--- src/rtl/wallace_mul16_seq.sv ---
// 16x16 unsigned multiply sequencer. It reuses one external combinational 8x8
// multiplier over four byte partial products and accumulates them into a 32-bit product.
module wallace_mul16_seq #(
  parameter bit SKIP_ZERO = 1'b0
) (
  input  logic        clk,
  input  logic        rst_n,
  input  logic        start,
  input  logic [15:0] op_a,
  input  logic [15:0] op_b,
  output logic        busy,
  output logic        done,
  output logic [31:0] result,
  output logic [7:0]  mul_a,
  output logic [7:0]  mul_b,
  input  logic [15:0] mul_p
);

  typedef enum logic [2:0] {
    S_IDLE,
    S_PP0,
    S_PP1,
    S_PP2,
    S_PP3,
    S_DONE
  } state_t;

  state_t      state;
  state_t      state_next;
  logic [15:0] a_q;
  logic [15:0] b_q;
  logic [31:0] acc;
  logic [31:0] acc_next;
  logic [4:0]  weight;
  logic [3:0]  remain;
  logic [3:0]  start_mask;
  logic        accept;

  // Bit i is set when partial product PPi has to run for this operand pair.
  function automatic logic [3:0] pp_mask(input logic [15:0] a, input logic [15:0] b);
    logic a_lo;
    logic a_hi;
    logic b_lo;
    logic b_hi;
    a_lo = |a[7:0];
    a_hi = |a[15:8];
    b_lo = |b[7:0];
    b_hi = |b[15:8];
    if (!SKIP_ZERO) return 4'hF;
    return {a_hi & b_hi, a_lo & b_hi, a_hi & b_lo, a_lo & b_lo};
  endfunction

  function automatic state_t first_active(input logic [3:0] mask);
    if (mask[0]) return S_PP0;
    if (mask[1]) return S_PP1;
    if (mask[2]) return S_PP2;
    if (mask[3]) return S_PP3;
    return S_DONE;
  endfunction

  // NOTE: every signal driven here gets a default first, so no latch is inferred.
  always_comb begin
    mul_a  = 8'h00;
    mul_b  = 8'h00;
    weight = 5'd0;
    remain = 4'b0000;
    case (state)
      S_PP0: begin
        mul_a  = a_q[7:0];
        mul_b  = b_q[7:0];
        weight = 5'd0;
        remain = 4'b1110;
      end
      S_PP1: begin
        mul_a  = a_q[15:8];
        mul_b  = b_q[7:0];
        weight = 5'd8;
        remain = 4'b1100;
      end
      S_PP2: begin
        mul_a  = a_q[7:0];
        mul_b  = b_q[15:8];
        weight = 5'd8;
        remain = 4'b1000;
      end
      S_PP3: begin
        mul_a  = a_q[15:8];
        mul_b  = b_q[15:8];
        weight = 5'd16;
        remain = 4'b0000;
      end
      default: ;
    endcase
  end

  assign acc_next   = acc + ({16'h0000, mul_p} << weight);
  assign start_mask = pp_mask(op_a, op_b);
  assign accept     = start && ((state == S_IDLE) || (state == S_DONE));
  assign busy       = (state == S_PP0) || (state == S_PP1) || (state == S_PP2) || (state == S_PP3);
  assign done       = (state == S_DONE);

  always_comb begin
    state_next = state;
    if (accept) begin
      state_next = first_active(start_mask);
    end else begin
      case (state)
        S_IDLE, S_DONE: state_next = S_IDLE;
        default:        state_next = first_active(pp_mask(a_q, b_q) & remain);
      endcase
    end
  end

  // NOTE: sequential state uses non-blocking assignments, so every register samples pre-edge values.
  always_ff @(posedge clk or negedge rst_n) begin
    if (!rst_n) begin
      state  <= S_IDLE;
      a_q    <= 16'h0000;
      b_q    <= 16'h0000;
      acc    <= 32'h0000_0000;
      result <= 32'h0000_0000;
    end else begin
      state <= state_next;
      if (accept) begin
        a_q <= op_a;
        b_q <= op_b;
        acc <= 32'h0000_0000;
      end else if (busy) begin
        acc <= acc_next;
      end
      // Going straight from accept to DONE means no partial product is nonzero.
      if (state_next == S_DONE) begin
        result <= accept ? 32'h0000_0000 : acc_next;
      end
    end
  end

endmodule

--- config.mk ---
export PLATFORM = sky130hd
export DESIGN_NAME = wallace_mul16_seq
export DESIGN_NICKNAME = d
export VERILOG_FILES = /design/src/rtl/wallace_mul16_seq.sv
export SDC_FILE = /design/constraint.sdc
export NUM_CORES = 1
export LEC_CHECK = 0
export ABC_AREA = 1
export CORE_ASPECT_RATIO = 0.5
export CORE_MARGIN = 3
export CORE_UTILIZATION = 35
export DETAILED_ROUTE_END_ITERATION = 7
export MAX_ROUTING_LAYER = met4
export PLACE_DENSITY = 0.62
export SYNTH_ARGS = -nofsm -noshare
export SYNTH_HDL_FRONTEND = slang
export SYNTH_SLANG_ARGS = --single-unit
--- constraint.sdc ---
create_clock -name clk -period 3.9 [get_ports clk]
set_input_delay 0.78 -clock clk [delete_from_list [all_inputs] [get_ports clk]]
set_output_delay 0.78 -clock clk [all_outputs]
set_load 0.01 [all_outputs]
==> results of run 1 <==
-- power groups by stage --
| stage | combinational, uW | sequential [uW] | clock [uW] |
|---|---|---|---|
| 3_5_place_dp | 4960 | 1810 | 0 |
| 3_3_place_gp | 4920 | 1810 | 0 |
| 5_1_grt | 5600 | 1860 | 1040 |
| 6_report | 4990 | 1800 | 968 |
| 2_1_floorplan | 3280 | 1790 | 0 |
| 4_1_cts | 4990 | 1800 | 999 |
-- path summary, 6_finish.rpt --
check / endpoint / slack, ns / cells after the start
max: busy / 0.29 / 6
min in group clk: b_q[7] / 0.48 / 2
min: acc[29] / 0.44 / 1
max reg2reg: result[30] / 0.49 / 15
min reg2reg: b_q[7] / 0.48 / 2
max in group asynchronous: result[20] / 2.55 / 2
-- state kept, by name, indices dropped and copies added, names as in the netlist --
name,count
a_q,16
acc,32
b_q,16
state,3
result,32
-- synthesized netlist by cell type (all sizes together) --
library cell  count
nor3             10
nand4            31
and2              1
or2               3
nand3b            3
inv             155
a22o              8
ha               32
nand2           423
o21bai            2
clkbuf            6
o21ai            78
a21o              1
xor2              1
a211oi            7
dfrtp            99
fa                1
nor2             55
buf              24
nand3            38
and3              1
a21oi            33
-- worst max-delay path, delay by kind of cell (launching register included) --
kind                   cells  cell delay, ns
AO/OA/AOI/OAI              1            0.35
flip-flops                 1            0.57
AND/OR/NAND/NOR            2            0.76
buffers and inverters      3            0.78
-- stage by stage --
stage | setup slack [ns] | hold slack [ns] | std cells
after global routing | 0.0989 | 0.486 | 1374
final | 0.289 | 0.445 | 1374
after detailed placement | 0.305 | 0.465 | 1358
after floorplan | 1.33 | 0.449 | 1012
after CTS | 0.0681 | 0.464 | 1374
after global placement | 0.316 | 0.464 | 1358
-- final cells by class --
type / count / share of cell area, %
flip-flops and latches: 99 / 29.7
well taps: 259 / 3.89
clock inverters: 7 / 1.13
multi-input cells: 728 / 42.1
clock buffers: 9 / 2.70
repair buffers: 117 / 13.5
inverters: 155 / 6.98
-- cell families after synthesis --
logic type | count (synthesis) | share of synthesized area [%]
flip-flops | 99 | 36.7
buffers and inverters | 185 | 11.5
AND/OR/NAND/NOR | 565 | 34.1
AO/OA/AOI/OAI | 129 | 11.4
adder cells (fa/ha/maj) | 33 | 6.22
XOR/XNOR | 1 | 0.130
-- metal layers --
| metal | track usage (%) | vias to the layer above | wire, um | share of wire (%) |
|---|---|---|---|---|
| li1 | - | 3373 | - | - |
| met1 | 29.9 | 3058 | 10900 | 50 |
| met2 | 32.4 | 129 | 9500 | 44 |
| met3 | 5.56 | 15 | 1180 | 5.4 |
| met4 | 3.26 | 0 | 189 | 0.87 |
| met5 | - | - | 0 | 0 |
==> results_dict.tcl, run 1 <==
set metrics [dict create \
    arrival_ns 2.83 \
    dpl.hpwl_um 17000 \
    vias 6575 \
    r2r_start "state[2]" \
    grt_pass1_vias 6357 \
    tritoncts "built" \
    yosysWarnings 0 \
    cts_root_buffer "clkbuf_16" \
    synth.yosys.seq_area_share_pct 36.7 \
    worstSetupStartpointType "flop" \
    crit_chain "nor2_4 -> inv_2 -> a21oi_4 -> nor2_2 -> inv_1 -> clkdlybuf4s50_1" \
    first_pass_iters 5 \
    drive_above_1_share_pct 6.10 \
    yosysUniqueCellTypes 34 \
    worstSkewPairLatency_ns 0.36 \
    max-cap-violations 0 \
    setup_viol_count_final 0 \
    grt_overflow_total 0 \
    crit_type "reg -> out" \
    drtIter0Drc 495 \
    dpl_cell_area_sq_mm 0.00801 \
    final.setup_skew_ns 0.00925 \
    netlist_area_sq_mm 0.00676 \
    synthCells 1012 \
    grt_antenna_before_repair 0 \
    clk_pin_slew_ns 0.07 \
    worstSetupStartpoint "state[2]" \
    layout_common_cells "nand2_1 (420), inv_1 (148), dfrtp_1 (99), clkdlybuf4s50_1 (99), nor2_1 (51)" \
    p_leak_uw 0.00449 \
    start_util_pct 36.2 \
    yosysTopAreaCell "dfrtp_1" \
    numCtsBuffers 9 \
    multi_input_area_sq_mm 0.00351 \
    drc 0 \
    rsz0062_at_grt "no" \
    fillCellCount 2018 \
    power.internal_uw 3810 \
    die_y_um 104 \
    pwr-share-clk_pct 12.5 \
    final_area_sq_mm 0.00834 \
    crit_slowest_cell "nor2_4" \
    coreArea_sq_mm 0.0187 \
    switching_power_uw 3950 \
    n_antenna_cell 0 \
    hold_path.class "in -> async" \
    postCtsHoldBufs 0 \
    grt_pass1_wl_um 34700 \
    fmax_ghz 0.277 \
    yosys-top-cells-area "dfrtp_1 (37%), nand2_1 (23%), inv_1 (8.2%), ha_1 (5.9%), o21ai_1 (3.3%)" \
    die-area_sq_mm 0.0211 \
    slew-limit-headroom_pct 48.0 \
    cts_post_setup_buffers_inserted 0 \
    hold_viol 0 \
    ys_seq_elements 99 \
    finalSetupTns_ns 0 \
    layout.nets 1194 \
    seqPwrFrac_pct 23.2 \
    final_common_cell "nand2_1" \
    p_sw_share_pct 50.9 \
    finalPower_uw 7760 \
    num_rows 35 \
    crit_fanout 33 \
    netlist.area_leader.share_pct 36.7 \
    die_x_um 203 \
    place.port_buffers 100 \
    critPathRequiredTime_ns 3.12 \
    clockBufferDepth 2 \
    combPwrFrac_pct 64.3 \
    peakVddDrop_mv 0.449 \
    cellPowerDensity_mw_per_mm2 931 \
    track_usage_pct 21.5 \
    syn_nets 1096 \
    period_share_pct 92.6 \
    wire_per_inst_um 15.8 \
    syn_avg_cell_area_sq_um 6.68 \
    ios 101 \
    drt-total-wl_um 21700 \
    ant_nets 0 \
    slowest_delay_ns 0.63 \
    utilization_pct 44.7 \
    worst_pin_slew_ns 0.780 \
    grt_max_degree 53 \
    drv_slew 0 \
    viasPerCell 4.79 \
    worstSetupEndpointType "primary output" \
    clkSinkCount 99 \
    period_minus_slack_ns 3.61 \
    cts_resized 0 \
    area_growth_pct 23.3 \
    outcome "finished clean" \
    ctsHtreeMaxLevel 3 \
    seqCellArea_sq_mm 0.00248 \
    gp_congestion 1.01 \
]
(Power assumes the default switching activity.)
==> run 2, diff against run 1 <==
--- a/config.mk
+++ b/config.mk
@@ -8,10 +8,10 @@
 export ABC_AREA = 1
 export CORE_ASPECT_RATIO = 0.5
 export CORE_MARGIN = 3
-export CORE_UTILIZATION = 35
+export CORE_UTILIZATION = 55
 export DETAILED_ROUTE_END_ITERATION = 7
 export MAX_ROUTING_LAYER = met4
-export PLACE_DENSITY = 0.62
+export PLACE_DENSITY = 0.87
 export SYNTH_ARGS = -nofsm -noshare
 export SYNTH_HDL_FRONTEND = slang
 export SYNTH_SLANG_ARGS = --single-unit
==> run 2 against run 1 <==
First-iteration DRC count up 22%. Largest power group unchanged. Routed wire length down 2.3%. Worst setup slack improved by 0.019 ns. Sequential cell count stayed put.
==> results_dict.tcl, run 2 (same netlist as run 1, synthesis figures left out) <==
set metrics [dict create \
    die_x_um 163 \
    die_y_um 84.4 \
    die-area_sq_mm 0.0137 \
    postCtsHoldBufs 0 \
    grt_pass1_wl_um 33900 \
    final_common_cell "nand2_1" \
    viasPerCell 5.41 \
    fmax_ghz 0.278 \
    crit_end "busy" \
    cts_root_buffer "clkbuf_16" \
    wire_per_inst_um 16.7 \
    fillCellCount 966 \
    crit_slowest_cell "nor2_4" \
    slowest_delay_ns 0.63 \
    cts_post_setup_buffers_inserted 0 \
    worst_pin_slew_ns 0.981 \
    start_util_pct 58.8 \
    layout.nets 1191 \
    rr_worst_depth 13 \
    outcome "finished clean" \
    layout_common_cells "nand2_1 (420), inv_1 (148), dfrtp_1 (99), clkdlybuf4s50_1 (99), nor2_1 (51)" \
    dp_slack_ns 0.371 \
    drive_above_1_share_pct 5.85 \
    final.setup_skew_ns 0.00945 \
    dpl.hpwl_um 16400 \
    setup_viol_count_final 0 \
    drc 0 \
    r2r_start "state[2]" \
    n_antenna_cell 0 \
    ant_nets 0 \
    ios 101 \
    worst_slack_ns 0.308 \
    arrival_ns 2.81 \
    worstSetupEndpointType "primary output" \
    crit_type "reg -> out" \
    finalSetupTns_ns 0 \
    hold_viol 0 \
    num_rows 27 \
    crit_fanout 33 \
    grt_pass1_vias 6510 \
    worstSetupStartpointType "flop" \
    coreArea_sq_mm 0.0115 \
    worstSetupStartpoint "state[2]" \
    clk_pin_slew_ns 0.08 \
    grt_antenna_before_repair 0 \
    period_share_pct 92.1 \
    clockBufferDepth 2 \
    grt_max_degree 51 \
    p_leak_uw 0.00448 \
    max-cap-violations 0 \
    hold_path.class "in -> async" \
    track_usage_pct 32.5 \
    peakVddDrop_mv 0.488 \
    clkSinkCount 99 \
    drt-total-wl_um 21200 \
    vias 6871 \
    worstSkewPairLatency_ns 0.36 \
    grt_overflow_total 0 \
    regToRegEndpoint "acc[20]" \
    ctsHtreeMaxLevel 3 \
    tritoncts "built" \
    regToRegSetupSlack_ns 0.58 \
    area_growth_pct 21.2 \
    first_pass_iters 5 \
    drv_slew 0 \
    rsz0062_at_grt "no" \
    cellPowerDensity_mw_per_mm2 947 \
    slew-limit-headroom_pct 34.5 \
    crit_chain "nor2_4 -> inv_2 -> a21oi_4 -> nor2_2 -> inv_1 -> clkdlybuf4s50_1" \
    period_minus_slack_ns 3.59 \
    numCtsBuffers 9 \
    gp_congestion 1.03 \
    drtIter0Drc 603 \
    top_regs "acc x32, result x32" \
    critPathRequiredTime_ns 3.12 \
    place.port_buffers 100 \
]
[run 2: cell types whose count changed in the layout (fill, tap and decap cells not counted)]
cell        delta
bufinv_16      -1
inv_6          -1
clkinv_8       +2
clkinvlp_4     -1
inv_12         +1
buf_4          -3
[run 2: worst max-delay path, delay by kind of cell (launching register included)]
family,cells,cell delay [ns]
compound gates,1,0.33
buf+inv,3,0.80
flops,1,0.57
simple gates,2,0.75
[run 2: routing by layer]
layer	vias up	part of all wire (%)	track usage, %
met1	3230	47	46.3
met4	0	1.6	7.14
met5	-	0	-
li1	3383	-	-
met2	234	44	48.2
met3	24	7.4	6.41
[run 2: how the worst min path moves through the flow]
stage / end / slack, ns
after detailed placement: result[25] / 0.47
final: result[6] / 0.40
after CTS: result[6] / 0.41
after floorplan: b_q[0] / 0.45
after global placement: a_q[13] / 0.46
after global routing: result[6] / 0.44
[run 2: power breakdown]
part,switching (uW),total (uW),internal (uW)
clock,490,960,469
combinational,3230,4990,1760
sequential,298,1810,1510
[run 2: cell type report]
class / instances / area, sq um / area share [%]
clock buffers: 9 / 225 / 2.75
clock inverters: 7 / 96.3 / 1.18
inverters: 155 / 582 / 7.10
multi-input cells: 728 / 3510 / 42.8
flip-flops and latches: 99 / 2480 / 30.2
well taps: 159 / 199 / 2.43
repair buffers: 114 / 1100 / 13.5
[run 2: metrics by stage]
step | hold WS, ns | instances | instance area (sq um) | power (uW) | utilization, %
final | 0.400 | 1271 | 8190 | 7760 | 71.3
after global routing | 0.441 | 1271 | 8190 | 8380 | 71.3
after CTS | 0.413 | 1271 | 8190 | 7680 | 71.3
after detailed placement | 0.466 | 1255 | 7870 | 6690 | 68.5
after global placement | 0.462 | 1255 | 7870 | 6580 | 68.5
after floorplan | 0.449 | 1012 | 6760 | 5070 | -
[run 2: repair_timing]
action	in CTS	in global routing
resized for setup	0	1
endpoints found under the setup margin	0	1
hold endpoints to repair	0	0
